### src/rtl/alu_stage_pkg.sv
// Shared constants and types for the ALU operand stage.
//   DATA_W / REG_AW : default operand and register-address widths
//   REG_ZERO        : the hardwired-zero register address
//   OP_*            : ALU opcode encodings carried on ctrl_ALUopcode
//   stage_state_e   : stage occupancy (EMPTY / FULL), mirrored on out_valid
package alu_stage_pkg;

  localparam int DATA_W = 32;
  localparam int REG_AW = 5;

  localparam logic [4:0] REG_ZERO = 5'd0;

  localparam logic [4:0] OP_ADD = 5'b00000;
  localparam logic [4:0] OP_SUB = 5'b00001;
  localparam logic [4:0] OP_AND = 5'b00010;
  localparam logic [4:0] OP_OR  = 5'b00011;
  localparam logic [4:0] OP_SLL = 5'b00100;
  localparam logic [4:0] OP_SRA = 5'b00101;

  typedef enum logic {
    ST_EMPTY = 1'b0,
    ST_FULL  = 1'b1
  } stage_state_e;

endpackage

### src/rtl/alu_operand_stage_operand_forward_mux.sv
// operand_forward_mux: combinational operand selection for one ALU source.
// Priority: immediate (when i_use_imm), r0 -> 0, EX/MEM match, MEM/WB match,
// then the register-file value. The stage also reuses it to refresh a held
// operand from MEM/WB by feeding the held value in as i_rf_data.
// Ports:
//   i_addr                  source register address
//   i_rf_data               register-file (or held) value
//   i_use_imm, i_imm        select the immediate instead of a register
//   i_exmem_we/_rd/_data    EX/MEM writeback candidate
//   i_memwb_we/_rd/_data    MEM/WB writeback
//   o_data                  resolved operand
module operand_forward_mux #(
  parameter int DATA_W = alu_stage_pkg::DATA_W,
  parameter int REG_AW = alu_stage_pkg::REG_AW
) (
  input  logic [REG_AW-1:0] i_addr,
  input  logic [DATA_W-1:0] i_rf_data,
  input  logic              i_use_imm,
  input  logic [DATA_W-1:0] i_imm,
  input  logic              i_exmem_we,
  input  logic [REG_AW-1:0] i_exmem_rd,
  input  logic [DATA_W-1:0] i_exmem_data,
  input  logic              i_memwb_we,
  input  logic [REG_AW-1:0] i_memwb_rd,
  input  logic [DATA_W-1:0] i_memwb_data,
  output logic [DATA_W-1:0] o_data
);
  import alu_stage_pkg::*;

  always_comb begin
    o_data = i_rf_data;
    if (i_use_imm) begin
      o_data = i_imm;
    end else if (i_addr == REG_AW'(REG_ZERO)) begin
      o_data = '0;
    end else if (i_exmem_we && (i_exmem_rd == i_addr)) begin
      o_data = i_exmem_data;
    end else if (i_memwb_we && (i_memwb_rd == i_addr)) begin
      o_data = i_memwb_data;
    end
  end

endmodule

### src/rtl/alu_operand_stage.sv
// alu_operand_stage: ID/EX register feeding the execute ALU.
// Captures decoded instructions, forwards from EX/MEM and MEM/WB, stalls on
// load-use hazards and supports flush.
//
// Handshake: a beat moves on a rising edge when valid && ready are both high
// at that edge; a valid output holds all its fields stable until accepted.
// The one exception is a held operand being refreshed by a MEM/WB write to
// its source register while the stage waits on out_ready.
//
// Optional build macro ALU_STAGE_PERF_EN adds perf_stall_count, the number
// of cycles an instruction was held back by a load-use hazard.
//
// Ports:
//   clock, reset (async, active low)
//   in_valid/in_ready + in_* decoded instruction fields
//   exmem_*, memwb_*     writeback candidates for forwarding
//   flush                kill held and incoming instruction
//   out_valid/out_ready  ALU-side handshake; out_valid is the FSM state
//   data_operandA/B, ctrl_ALUopcode, ctrl_shiftamt, out_rd_addr, out_is_load
//   perf_stall_count     (ALU_STAGE_PERF_EN only)
module alu_operand_stage #(
  parameter int DATA_W = alu_stage_pkg::DATA_W,
  parameter int REG_AW = alu_stage_pkg::REG_AW
) (
  input  logic              clock,
  input  logic              reset,
  input  logic              in_valid,
  output logic              in_ready,
  input  logic [4:0]        in_opcode,
  input  logic [4:0]        in_shiftamt,
  input  logic [REG_AW-1:0] in_rs_addr,
  input  logic [REG_AW-1:0] in_rt_addr,
  input  logic [DATA_W-1:0] in_rs_data,
  input  logic [DATA_W-1:0] in_rt_data,
  input  logic [DATA_W-1:0] in_imm,
  input  logic              in_use_imm,
  input  logic [REG_AW-1:0] in_rd_addr,
  input  logic              in_is_load,
  input  logic              exmem_we,
  input  logic [REG_AW-1:0] exmem_rd,
  input  logic [DATA_W-1:0] exmem_data,
  input  logic              memwb_we,
  input  logic [REG_AW-1:0] memwb_rd,
  input  logic [DATA_W-1:0] memwb_data,
  input  logic              flush,
  output logic              out_valid,
  input  logic              out_ready,
  output logic [DATA_W-1:0] data_operandA,
  output logic [DATA_W-1:0] data_operandB,
  output logic [4:0]        ctrl_ALUopcode,
  output logic [4:0]        ctrl_shiftamt,
  output logic [REG_AW-1:0] out_rd_addr,
  output logic              out_is_load
`ifdef ALU_STAGE_PERF_EN
  ,
  output logic [31:0]       perf_stall_count
`endif
);
  import alu_stage_pkg::*;

  stage_state_e r_state;
  stage_state_e w_state_nxt;

  logic [DATA_W-1:0] r_op_a;
  logic [DATA_W-1:0] r_op_b;
  logic [4:0]        r_opcode;
  logic [4:0]        r_shamt;
  logic [REG_AW-1:0] r_rd;
  logic              r_is_load;
  // Source addresses are kept so a stalled operand can still pick up MEM/WB.
  logic [REG_AW-1:0] r_rs_addr;
  logic [REG_AW-1:0] r_rt_addr;
  logic              r_use_imm;

  logic              w_adv;
  logic              w_lu;
  logic              w_capture;
  logic              w_hold;
  logic [DATA_W-1:0] w_fwd_a;
  logic [DATA_W-1:0] w_fwd_b;

  always_comb begin
    w_adv       = (r_state == ST_EMPTY) || out_ready;
    w_lu        = (r_state == ST_FULL) && r_is_load && (r_rd != '0) && in_valid &&
                  ((r_rd == in_rs_addr) || (!in_use_imm && (r_rd == in_rt_addr)));
    // Flush forces ready so the incoming instruction is consumed and dropped.
    in_ready    = flush || (w_adv && !w_lu);
    w_capture   = in_valid && in_ready && !flush;
    w_hold      = (r_state == ST_FULL) && !out_ready && !flush;
    w_state_nxt = r_state;
    if (flush) begin
      w_state_nxt = ST_EMPTY;
    end else if (w_capture) begin
      w_state_nxt = ST_FULL;
    end else if (w_adv) begin
      w_state_nxt = ST_EMPTY;   // bubble: payload registers keep their contents
    end
  end

  // While holding, the muxes see the held operand as "register file" data and
  // only MEM/WB can override it (EX/MEM is masked off).
  operand_forward_mux #(.DATA_W(DATA_W), .REG_AW(REG_AW)) u_fwd_a (
    .i_addr       (w_hold ? r_rs_addr : in_rs_addr),
    .i_rf_data    (w_hold ? r_op_a : in_rs_data),
    .i_use_imm    (1'b0),
    .i_imm        ('0),
    .i_exmem_we   (exmem_we && !w_hold),
    .i_exmem_rd   (exmem_rd),
    .i_exmem_data (exmem_data),
    .i_memwb_we   (memwb_we),
    .i_memwb_rd   (memwb_rd),
    .i_memwb_data (memwb_data),
    .o_data       (w_fwd_a)
  );

  operand_forward_mux #(.DATA_W(DATA_W), .REG_AW(REG_AW)) u_fwd_b (
    .i_addr       (w_hold ? r_rt_addr : in_rt_addr),
    .i_rf_data    (w_hold ? r_op_b : in_rt_data),
    .i_use_imm    (w_hold ? r_use_imm : in_use_imm),
    .i_imm        (w_hold ? r_op_b : in_imm),
    .i_exmem_we   (exmem_we && !w_hold),
    .i_exmem_rd   (exmem_rd),
    .i_exmem_data (exmem_data),
    .i_memwb_we   (memwb_we),
    .i_memwb_rd   (memwb_rd),
    .i_memwb_data (memwb_data),
    .o_data       (w_fwd_b)
  );

  always_ff @(posedge clock or negedge reset) begin
    if (!reset) begin
      r_state <= ST_EMPTY;
    end else begin
      r_state <= w_state_nxt;
    end
  end

  always_ff @(posedge clock or negedge reset) begin
    if (!reset) begin
      r_op_a    <= '0;
      r_op_b    <= '0;
      r_opcode  <= '0;
      r_shamt   <= '0;
      r_rd      <= '0;
      r_is_load <= 1'b0;
      r_rs_addr <= '0;
      r_rt_addr <= '0;
      r_use_imm <= 1'b0;
    end else if (w_capture) begin
      r_op_a    <= w_fwd_a;
      r_op_b    <= w_fwd_b;
      r_opcode  <= in_opcode;
      r_shamt   <= in_shiftamt;
      r_rd      <= in_rd_addr;
      r_is_load <= in_is_load;
      r_rs_addr <= in_rs_addr;
      r_rt_addr <= in_rt_addr;
      r_use_imm <= in_use_imm;
    end else if (w_hold) begin
      r_op_a    <= w_fwd_a;
      r_op_b    <= w_fwd_b;
    end
  end

`ifdef ALU_STAGE_PERF_EN
  logic [31:0] r_perf_stall;

  always_ff @(posedge clock or negedge reset) begin
    if (!reset) begin
      r_perf_stall <= '0;
    end else if (w_lu && w_adv && !flush) begin
      r_perf_stall <= r_perf_stall + 32'd1;
    end
  end

  assign perf_stall_count = r_perf_stall;
`endif

  assign out_valid      = (r_state == ST_FULL);
  assign data_operandA  = r_op_a;
  assign data_operandB  = r_op_b;
  assign ctrl_ALUopcode = r_opcode;
  assign ctrl_shiftamt  = r_shamt;
  assign out_rd_addr    = r_rd;
  assign out_is_load    = r_is_load;

endmodule
### config.mk
export PLATFORM = sky130hd
export DESIGN_NAME = alu_operand_stage
export DESIGN_NICKNAME = d
export VERILOG_FILES = /design/src/rtl/alu_stage_pkg.sv /design/src/rtl/alu_operand_stage_operand_forward_mux.sv /design/src/rtl/alu_operand_stage.sv
export SDC_FILE = /design/constraint.sdc
export NUM_CORES = 1
export LEC_CHECK = 0
export BUFFER_PORTS_ARGS = -buffer_cell sky130_fd_sc_hd__buf_2
export CORE_ASPECT_RATIO = 1.75
export CORE_MARGIN = 2
export CORE_UTILIZATION = 46
export CTS_BUF_LIST = sky130_fd_sc_hd__clkbuf_8 sky130_fd_sc_hd__clkbuf_16
export CTS_CLUSTER_DIAMETER = 30
export CTS_CLUSTER_SIZE = 24
export DETAILED_ROUTE_END_ITERATION = 8
export PLACE_DENSITY = 0.81
export SETUP_SLACK_MARGIN = 0.02
export SYNTH_ARGS = -nofsm -noshare
export SYNTH_HDL_FRONTEND = slang
export SYNTH_SLANG_ARGS = --single-unit
### constraint.sdc
create_clock -name clock -period 3.2 [get_ports clock]
set_input_delay 0.48 -clock clock [delete_from_list [all_inputs] [get_ports clock]]
set_output_delay 0.48 -clock clock [all_outputs]
set_load 0.01 [all_outputs]
Word-level counts from Yosys, hierarchy flattened
Cells that the tools add are included.
{"block": "word_totals", "reg_bits": 92, "elab_cells": 65, "out_inout_bits": 82, "inputBits": 204}
{"block": "classes", "bitwise": 1, "n_reduce_logical": 28, "eq_ne": 6, "muxes": 20}
{"cell": "$mux W32", "count": 14}
{"cell": "$eq A5 B5 Y1", "count": 6}
{"cell": "$logic_and A1 B1 Y1", "count": 15}
{"cell": "$logic_not A5 Y1", "count": 2}
{"cell": "$mux W5", "count": 2}
{"cell": "$logic_not A1 Y1", "count": 5}
{"cell": "$reduce_bool A5 Y1", "count": 1}
{"cell": "$mux W1", "count": 4}
{"cell": "$logic_or A1 B1 Y1", "count": 3}
{"cell": "$reduce_bool A3 Y1", "count": 1}
{"cell": "$reduce_bool A2 Y1", "count": 1}
{"cell": "$not A1 Y1", "count": 1}

Depth between registers and ports, before layout
Gate-level depths: netlist of the first run.
{"block": "logic_depth", "word_depth": 12, "ltp_mapped": 9, "ltp_nobuf": 6}

By module
From an unflattened synthesis of the first run, not the netlist that was laid out.
{"block": "hier_totals", "hier_cells": 1384, "hier_area_um2": 9447.8}
{"module": "alu_operand_stage", "area_per_inst_um2": 6515.0, "seq_area_each_um2": 2302.2, "cells_each": 976, "instances": 1}
{"module": "operand_forward_mux", "area_per_inst_um2": 1466.4, "seq_area_each_um2": 0.0, "cells_each": 204, "instances": 2}

Worst setup path before layout of the first run
No wires, ideal clock.
{"block": "synth_path", "path_kind": "input -> register", "start": "in flush", "end": "reg r_op_a[0] (netlist: data_operandA[0])", "t_required_ps": 3078, "arrival_ps": 2356, "path_buffers": 1, "setup_ps": 122, "slack_ps": 722, "path_stages": 7, "path_cell_list": "or3b_4 > a2111o_1 > a221oi_2 > nand4_2 > buf_2 > mux2i_1 > a32o_1"}
{"block": "synth_between", "elab_chain_len": 10, "elab_cells_between_ends": 20, "cone_classes": "2 x eq/ne; 7 x mux; 11 x reduce/logical"}
{"item": "from (decl)", "line": "alu_operand_stage.sv:45", "rtl": "input logic flush,"}
{"item": "$logic_not A1 Y1", "line": "alu_operand_stage.sv:88, alu_operand_stage.sv:89"}
{"item": "$logic_and A1 B1 Y1", "line": "alu_operand_stage.sv:89", "rtl": "w_hold = (r_state == ST_FULL) && !out_ready && !flush;"}
{"item": "$mux W5", "line": "alu_operand_stage.sv:103", "rtl": ".i_addr (w_hold ? r_rs_addr : in_rs_addr),"}
{"item": "$eq A5 B5 Y1", "line": "alu_operand_stage_operand_forward_mux.sv:38", "rtl": "end else if (i_memwb_we && (i_memwb_rd == i_addr)) begin"}
{"item": "$logic_and A1 B1 Y1", "line": "alu_operand_stage_operand_forward_mux.sv:38"}
{"item": "$mux W32", "line": "alu_operand_stage_operand_forward_mux.sv:38"}
{"item": "$mux W32", "line": "alu_operand_stage_operand_forward_mux.sv:36", "rtl": "end else if (i_exmem_we && (i_exmem_rd == i_addr)) begin"}
{"item": "$mux W32", "line": "alu_operand_stage_operand_forward_mux.sv:34", "rtl": "end else if (i_addr == REG_AW'(REG_ZERO)) begin"}
{"item": "$mux W32", "line": "alu_operand_stage.sv:159", "rtl": "end else if (w_hold) begin"}
{"item": "$mux W32", "line": "alu_operand_stage.sv:149", "rtl": "end else if (w_capture) begin"}
{"item": "to (signal assigned)", "line": "alu_operand_stage.sv:150", "rtl": "r_op_a <= w_fwd_a;"}
{"item": "to (signal assigned)", "line": "alu_operand_stage.sv:160", "rtl": "r_op_a <= w_fwd_a;"}
{"item": "to (decl)", "line": "alu_operand_stage.sv:64", "rtl": "logic [DATA_W-1:0] r_op_a;"}
Several ways; a longest one is shown, not always the timed one. The select of a mux whose other input is x is not followed.
A chain may end at the register's enable or synchronous reset.

Worst setup path in the final report of the first run
{"block": "layout_path", "start": "reg r_state (netlist: out_valid)", "end": "reg r_op_b[2] (netlist: data_operandB[2])"}
{"block": "layout_between", "elab_chain_len": 11, "elab_cells_between_ends": 31, "cone_classes": "2 x eq/ne; 10 x mux; 1 x bitwise; 18 x reduce/logical"}
{"item": "from (decl)", "line": "alu_operand_stage.sv:61", "rtl": "stage_state_e r_state;"}
{"item": "from (signal assigned)", "line": "alu_operand_stage.sv:134", "rtl": "r_state <= w_state_nxt;"}
{"item": "$logic_and A1 B1 Y1 (2 in a row)", "line": "alu_operand_stage.sv:89"}
{"item": "$mux W5", "line": "alu_operand_stage.sv:117", "rtl": ".i_addr (w_hold ? r_rt_addr : in_rt_addr),"}
{"item": "$eq A5 B5 Y1", "line": "alu_operand_stage_operand_forward_mux.sv:38"}
{"item": "$logic_and A1 B1 Y1", "line": "alu_operand_stage_operand_forward_mux.sv:38"}
{"item": "$mux W32", "line": "alu_operand_stage_operand_forward_mux.sv:38"}
{"item": "$mux W32", "line": "alu_operand_stage_operand_forward_mux.sv:36"}
{"item": "$mux W32", "line": "alu_operand_stage_operand_forward_mux.sv:34"}
{"item": "$mux W32", "line": "alu_operand_stage_operand_forward_mux.sv:32", "rtl": "if (i_use_imm) begin"}
{"item": "$mux W32", "line": "alu_operand_stage.sv:159"}
{"item": "$mux W32", "line": "alu_operand_stage.sv:149"}
{"item": "to (signal assigned)", "line": "alu_operand_stage.sv:151", "rtl": "r_op_b <= w_fwd_b;"}
{"item": "to (signal assigned)", "line": "alu_operand_stage.sv:161", "rtl": "r_op_b <= w_fwd_b;"}
{"item": "to (decl)", "line": "alu_operand_stage.sv:65", "rtl": "logic [DATA_W-1:0] r_op_b;"}
Several ways; a longest one is shown, not always the timed one. The select of a mux whose other input is x is not followed.

==> impl_metrics.csv, run 1 <==
group,metric,value,unit
outcome,status,"finished clean",
setup_path,crit_family,"simple AND/OR/NAND/NOR gates",
clock_tree,clk_pin_slew,0.07,ns
grt,grt_first_pass_wirelength,28.55,mm
power_and_ir_drop,power_leakage,3.790,nW
synthesis,synth_area_leaders,"dfrtp_1 (41%), mux2_2 (12%), mux2i_1 (6.4%)",
setup_path,crit_path_cell_trace,"or3b_4, nor2_1, a2bb2oi_1, buf_4, nor4b_4, buf_12, a221o_1, mux2_2",
synthesis,syn-cell-area,5615,sq um
route,wire_per_inst,20.44,microns
synthesis,yosys_most_used_dff,"dfrtp_1",
floorplan,die-area,13140,sq um
setup_path,r2r_slack,0.38,ns
clock_tree,cts-root-buf,"clkbuf_16",
sta,clock_skew,0.008898,ns
floorplan,coreArea,11940,sq um
floorplan,io_pins,286,
grt,grt_pass1_vias,5819,
power_and_ir_drop,max-vdd-ir-drop,0.0003596,V
route,routed_wl,19.19,mm
sta,period_needed,2.823,ns
setup_path,worstPathArrival,3.10,ns
setup_path,crit_slowest_cell,"nor4b_4",
clock_tree,post_cts_buffers,0,
floorplan,dieWidth,87.52,microns
cells_and_area,area_growth,36.27,%
synthesis,synthAdderAreaFrac,0,%
place,routabilityCongestion,0.9219,
route,ant_nets,0,
synthesis,ys_seq_elements,92,
setup_path,r2r-end,"data_operandB[2]",
sta,slew_headroom,37.60,%
route,num_vias,5633,
synthesis,synth_xor_area_share,4.679,%
setup_path,worstSetupStartpointType,"flop",
floorplan,start_util,47.04,%
floorplan,die_y,150.2,microns
job,drv_cap,0,
sta,max_slew.worst_pin.slew,0.9321,ns
clock_tree,clk-insertion-delay-late,0.33,ns
setup_path,cp.buffers_inverters,2,
setup_path,cpPeakStageDelay,0.82,ns
setup_path,worstPathRequired,3.48,ns
synthesis,synth_top_cell_by_area,"dfrtp_1",
sta,rsz0062_at_grt,"no",
clock_tree,numClockSinks,92,
setup_path,path_max_fanout,21,
grt,grt_max_degree,93,
sta,slew_violations,0,
setup_path,worst-setup-path-type,"flop to flop",
route,vias_per_cell,5.999,
sta,final-setup-viol-count,0,
clock_tree,clock_path_buffers,2,
clock_tree,cts_hold_buf,0,
grt,grt.total_usage,28.12,%
sta,hold_violations,0,
clock_tree,cts_tree,"yes",
power_and_ir_drop,fin_total_pwr,3.878,mW
setup_path,r2r-start,"out_valid",
route,drt-initial-drc-count,307,
cells_and_area,final_net_count,999,
setup_path,rr_worst_depth,8,
synthesis,synth-simple-area-share,12.90,%
synthesis,synth_edf_count,0,
synthesis,yosysUniqueCellTypes,45,
hold_path,min_path_type,"input port to async pin",
synthesis,syn-num-nets,719,
synthesis,synth_compound_area_share,19.41,%
synthesis,yosysSeqAreaShare,41.00,%
clock_tree,cts_resized,0,
clock_tree,numCtsBuffers,9,
clock_tree,h-tree-depth,3,
synthesis,synth_cells,515,
route,dr.pass1.iters,6,
place,io_buffer_count,285,
sta,fmax,0.3542,GHz
place,dp_hpwl,14.68,mm
grt,overflow,0,
synthesis,synthArstFlopShare,100.0,%
synthesis,synth_mux_area_share,18.45,%
synthesis,syn_avg_cell_area,10.90,sq um
cells_and_area,drive_gt1_share,49.38,%
synthesis,yosysWarnings,0,
grt,antenna_found_initial,2,
floorplan,fp-row-count,53,
sta,setup_tns,0,ns
sta,min_period_over_period,88.22,%
power_and_ir_drop,power-per-cell-area,506.8,nW/um^2
setup_path,end_kind,"flop",
route,drc,0,
synthesis,synth_top_family_by_area,"compound AO/OA/AOI/OAI gates",
synthesis,synth_top_area_share,41.00,%
## stage by stage
step / area (sq um) / utilization, % / hold WS [ns] / instances / worst slack, ns
final: 7652 / 64.11 / 0.1757 / 939 / 0.3769
after detailed placement: 7292 / 61.09 / 0.4806 / 921 / 0.2369
after global placement: 7292 / 61.09 / 0.4714 / 921 / 0.3185
after CTS: 7647 / 64.07 / 0.2038 / 937 / 0.3908
after floorplan: 5615 / - / 0.1844 / 515 / 0.7223
after global routing: 7652 / 64.11 / 0.2011 / 939 / 0.2727
## registers in the layout, indices dropped and copies added (netlist names)
signal          cells
data_operandA      32
data_operandB      32
ctrl_ALUopcode      5
ctrl_shiftamt       5
out_rd_addr         5
r_rs_addr           5
r_rt_addr           5
out_is_load         1
out_valid           1
r_use_imm           1
## cells in the mapped netlist, types with 2 or more instances
master    number
buf_6          3
nor3_1         2
mux2_2        60
clkbuf_1      19
a2111o_1       2
buf_4          3
a22o_1        32
dfrtp_1       92
a32o_1        32
mux2i_1       36
o21ai_0        4
inv_1          2
buf_2         13
nor2_1        69
or4_1          4
nand2_1        9
nor2b_1        9
nand2b_1      33
nand4_1        5
xor2_1         6
a211oi_1       2
a221o_1       32
xnor2_1       24
## routing by layer
layer	vias to the layer above	GRT usage, %	routed length [microns]
met1	2727	30.31	6761
met5	-	0	0
met3	58	5.263	1366
met2	340	51.29	10370
li1	2508	-	-
met4	0	13.62	691
## logic make-up after synthesis
logic type,Yosys count
xor+xnor,30
mux,96
flops,92
simple gates,141
compound gates,116
buf+inv,40
## area by class of cell
type,count,area (sq um)
flip-flops and latches,92,2302
fillers,953,4284
clock buffers,10,239.0
diodes,2,5.005
multi-input cells,383,3167
clock inverters,6,116.4
inverters,2,7.507
repair buffers,307,1644
well taps,137,171.4
## worst max-delay path by stage
stage | startpoint | endpoint | depth (start not counted)
final | out_valid | data_operandB[2] | 8
after floorplan | flush | data_operandA[0] | 7
after global placement | flush | data_operandB[10] | 9
after CTS | out_valid | data_operandB[2] | 8
after detailed placement | flush | data_operandB[2] | 9
after global routing | out_valid | data_operandB[2] | 7
## power breakdown
part	switching [mW]	internal, mW
clock network	0.472	0.794
registers	0.150	1.38
logic	0.521	0.563
## placed cells by master (no fill, tap or decap), types with 5 or more instances in the layout
master,n
buf_2,284
nand2b_1,33
xnor2_1,24
dfrtp_1,92
clkbuf_16,9
nand2_1,9
xor2_1,6
nor2_1,69
nor2b_1,9
mux2_2,60
a221o_1,32
buf_4,19
a32o_1,32
nand4_1,5
mux2i_1,36
a22o_1,32
## worst register-to-register path, delay by kind of cell (launching register included)
family,cells,cell delay [ns]
multiplexers,1,0.14
AO/OA/AOI/OAI,2,0.26
flip-flops,1,0.46
AND/OR/NAND/NOR,3,1.49
buffers and inverters,2,0.42
(Power assumes the default switching activity.)
==> inputs of run 2 (changes only) <==
--- a/config.mk
+++ b/config.mk
@@ -6,7 +6,7 @@
 export NUM_CORES = 1
 export LEC_CHECK = 0
 export BUFFER_PORTS_ARGS = -buffer_cell sky130_fd_sc_hd__buf_2
-export CORE_ASPECT_RATIO = 1.75
+export CORE_ASPECT_RATIO = 1.4
 export CORE_MARGIN = 2
 export CORE_UTILIZATION = 46
 export CTS_BUF_LIST = sky130_fd_sc_hd__clkbuf_8 sky130_fd_sc_hd__clkbuf_16
==> run 2 against run 1 <==
Via count hardly changed; utilization is 0.35 points lower; flip-flop and latch count stayed put; highest routed layer unchanged; die area is 0.17% lower; clock power is 13% lower; critical endpoint is now data_operandA[5]; largest power group unchanged; largest cell class unchanged; final cell count is 0.32% higher; power is 4.2% lower; setup slack better by 0.060 ns.
==> impl_metrics.csv, run 2 (same netlist as run 1, synthesis figures left out) <==
group,metric,value,unit
sta,clock_skew,0.008325,ns
setup_path,worstSetupStartpointType,"flop",
route,wire_per_inst,20.50,microns
cells_and_area,drive_gt1_share,49.06,%
grt,antenna_found_initial,0,
setup_path,r2r_slack,0.44,ns
power_and_ir_drop,max-vdd-ir-drop,0.0004092,V
floorplan,fp-row-count,47,
setup_path,worstPathArrival,2.99,ns
outcome,status,"finished clean",
route,dr.pass1.iters,5,
clock_tree,cts-root-buf,"clkbuf_16",
setup_path,worstPathRequired,3.42,ns
clock_tree,clk_pin_slew,0.07,ns
sta,final-setup-viol-count,0,
sta,period_needed,2.763,ns
floorplan,coreArea,11880,sq um
cells_and_area,final_net_count,994,
clock_tree,numCtsBuffers,9,
place,placed_cell_area,7267,sq um
clock_tree,numClockSinks,92,
sta,hold_violations,0,
job,drv_cap,0,
floorplan,io_pins,286,
floorplan,start_util,47.27,%
cells_and_area,final_area,7574,sq um
sta,slew_violations,0,
route,dr_wl_met2,10.27,mm
place,io_buffer_count,285,
route,ant_nets,0,
sta,setup_tns,0,ns
clock_tree,h-tree-depth,3,
setup_path,worst-setup-path-type,"flop to flop",
sta,slew_headroom,57.52,%
sta,fmax,0.3619,GHz
grt,grt_pass1_vias,6044,
grt,overflow,0,
hold_path,min_path_type,"input port to async pin",
floorplan,die-area,13120,sq um
place,routabilityCongestion,0.9352,
setup_path,critPathLaunch,"out_valid",
clock_tree,cts_tree,"yes",
cells_and_area,layout_commonest_cell,"buf_2",
place,dp_slack,0.2402,ns
grt,grt_first_pass_wirelength,30.17,mm
route,vias_per_cell,5.978,
route,num_vias,5631,
setup_path,cp-endpoint,"data_operandA[5]",
power_and_ir_drop,power_leakage,3.739,nW
clock_tree,post_cts_buffers,0,
sta,worst_slack,0.4371,ns
setup_path,path_max_fanout,32,
setup_path,end_kind,"flop",
sta,min_period_over_period,86.34,%
cells_and_area,final_util,63.76,%
cells_and_area,antenna_cells,0,
clock_tree,clk-insertion-delay-late,0.34,ns
sta,max_slew.worst_pin.slew,0.6372,ns
clock_tree,cts_hold_buf,0,
grt,grt_max_degree,97,
route,routed.top_layer,"met4",
clock_tree,clock_path_buffers,2,
clock_tree,cts_resized,0,
floorplan,die_y,134.7,microns
setup_path,rr_worst_depth,7,
route,met3WireLength,1.430,mm
power_and_ir_drop,power-per-cell-area,490.5,nW/um^2
setup_path,r2r-start,"out_valid",
route,drt-initial-drc-count,278,
place,dp_hpwl,14.19,mm
setup_path,r2r-end,"data_operandA[5]",
route,wirelength_met1,7.121,mm
cells_and_area,area_growth,34.87,%
floorplan,dieWidth,97.38,microns
grt,grt.total_usage,28.76,%
sta,rsz0062_at_grt,"no",
route,routed_wl,19.31,mm
cells_and_area,final_cell_mix,"buf_2 (284), dfrtp_1 (92), nor2_1 (69)",
route,drc,0,
-- run 2: cell count changes in the layout (fill, tap and decap cells not counted), sizes merged --
cell      previous run  this run
buf                307       302
bufinv               3         1
clkbuf              10         9
clkinv               0         1
clkinvlp             0         1
diode                2         0
inv                  5         6
-- run 2: critical path: stages (launching register included) --
cell	delay, ns
dfrtp_1	0.44
nor3b_2	0.23
buf_4	0.18
a2111o_1	0.41
a221oi_2	0.33
nand4_4	0.30
a22o_4	0.47
a32o_1	0.27
-- run 2: final cells by class --
class | count | area [sq um]
Tap cell | 147 | 183.9
Timing Repair Buffer | 302 | 1607
Clock buffer | 9 | 225.2
Fill cell | 969 | 4305
Sequential cell | 92 | 2302
Inverter | 2 | 7.507
Clock inverter | 7 | 81.33
Multi-Input combinational cell | 383 | 3167
-- run 2: layer usage --
layer  track usage [%]  up-vias
met4             13.35        0
met5                 0        -
li1                  -     2501
met1             32.59     2776
met2             51.84      310
met3             5.849       44
-- run 2: per-stage QoR --
stage          power, mW  instances  hold WS [ns]
5_1_grt            3.897        942        0.1983
4_1_cts            3.745        942        0.1689
3_3_place_gp       2.577        926        0.4724
3_5_place_dp       2.621        926        0.4771
2_1_floorplan      2.091        515        0.1844
6_report           3.714        942        0.1542
-- run 2: worst min path at each step --
| stage | from | to | slack (ns) | cells after the start |
|---|---|---|---|---|
| final | reset | r_rt_addr[4] | 0.15 | 1 |
| after global placement | data_operandA[23] | data_operandA[23] | 0.47 | 1 |
| after detailed placement | data_operandA[28] | data_operandA[28] | 0.48 | 1 |
| after CTS | reset | r_rt_addr[4] | 0.17 | 1 |
| after global routing | reset | data_operandA[27] | 0.20 | 1 |
| after floorplan | reset | ctrl_ALUopcode[0] | 0.18 | 0 |
-- run 2: where the power goes --
group,internal [mW],leakage [nW],total [mW],switching [mW]
sequential,1.38,1.12,1.52,0.145
clock,0.619,0.147,1.11,0.492
combinational,0.557,2.47,1.08,0.523
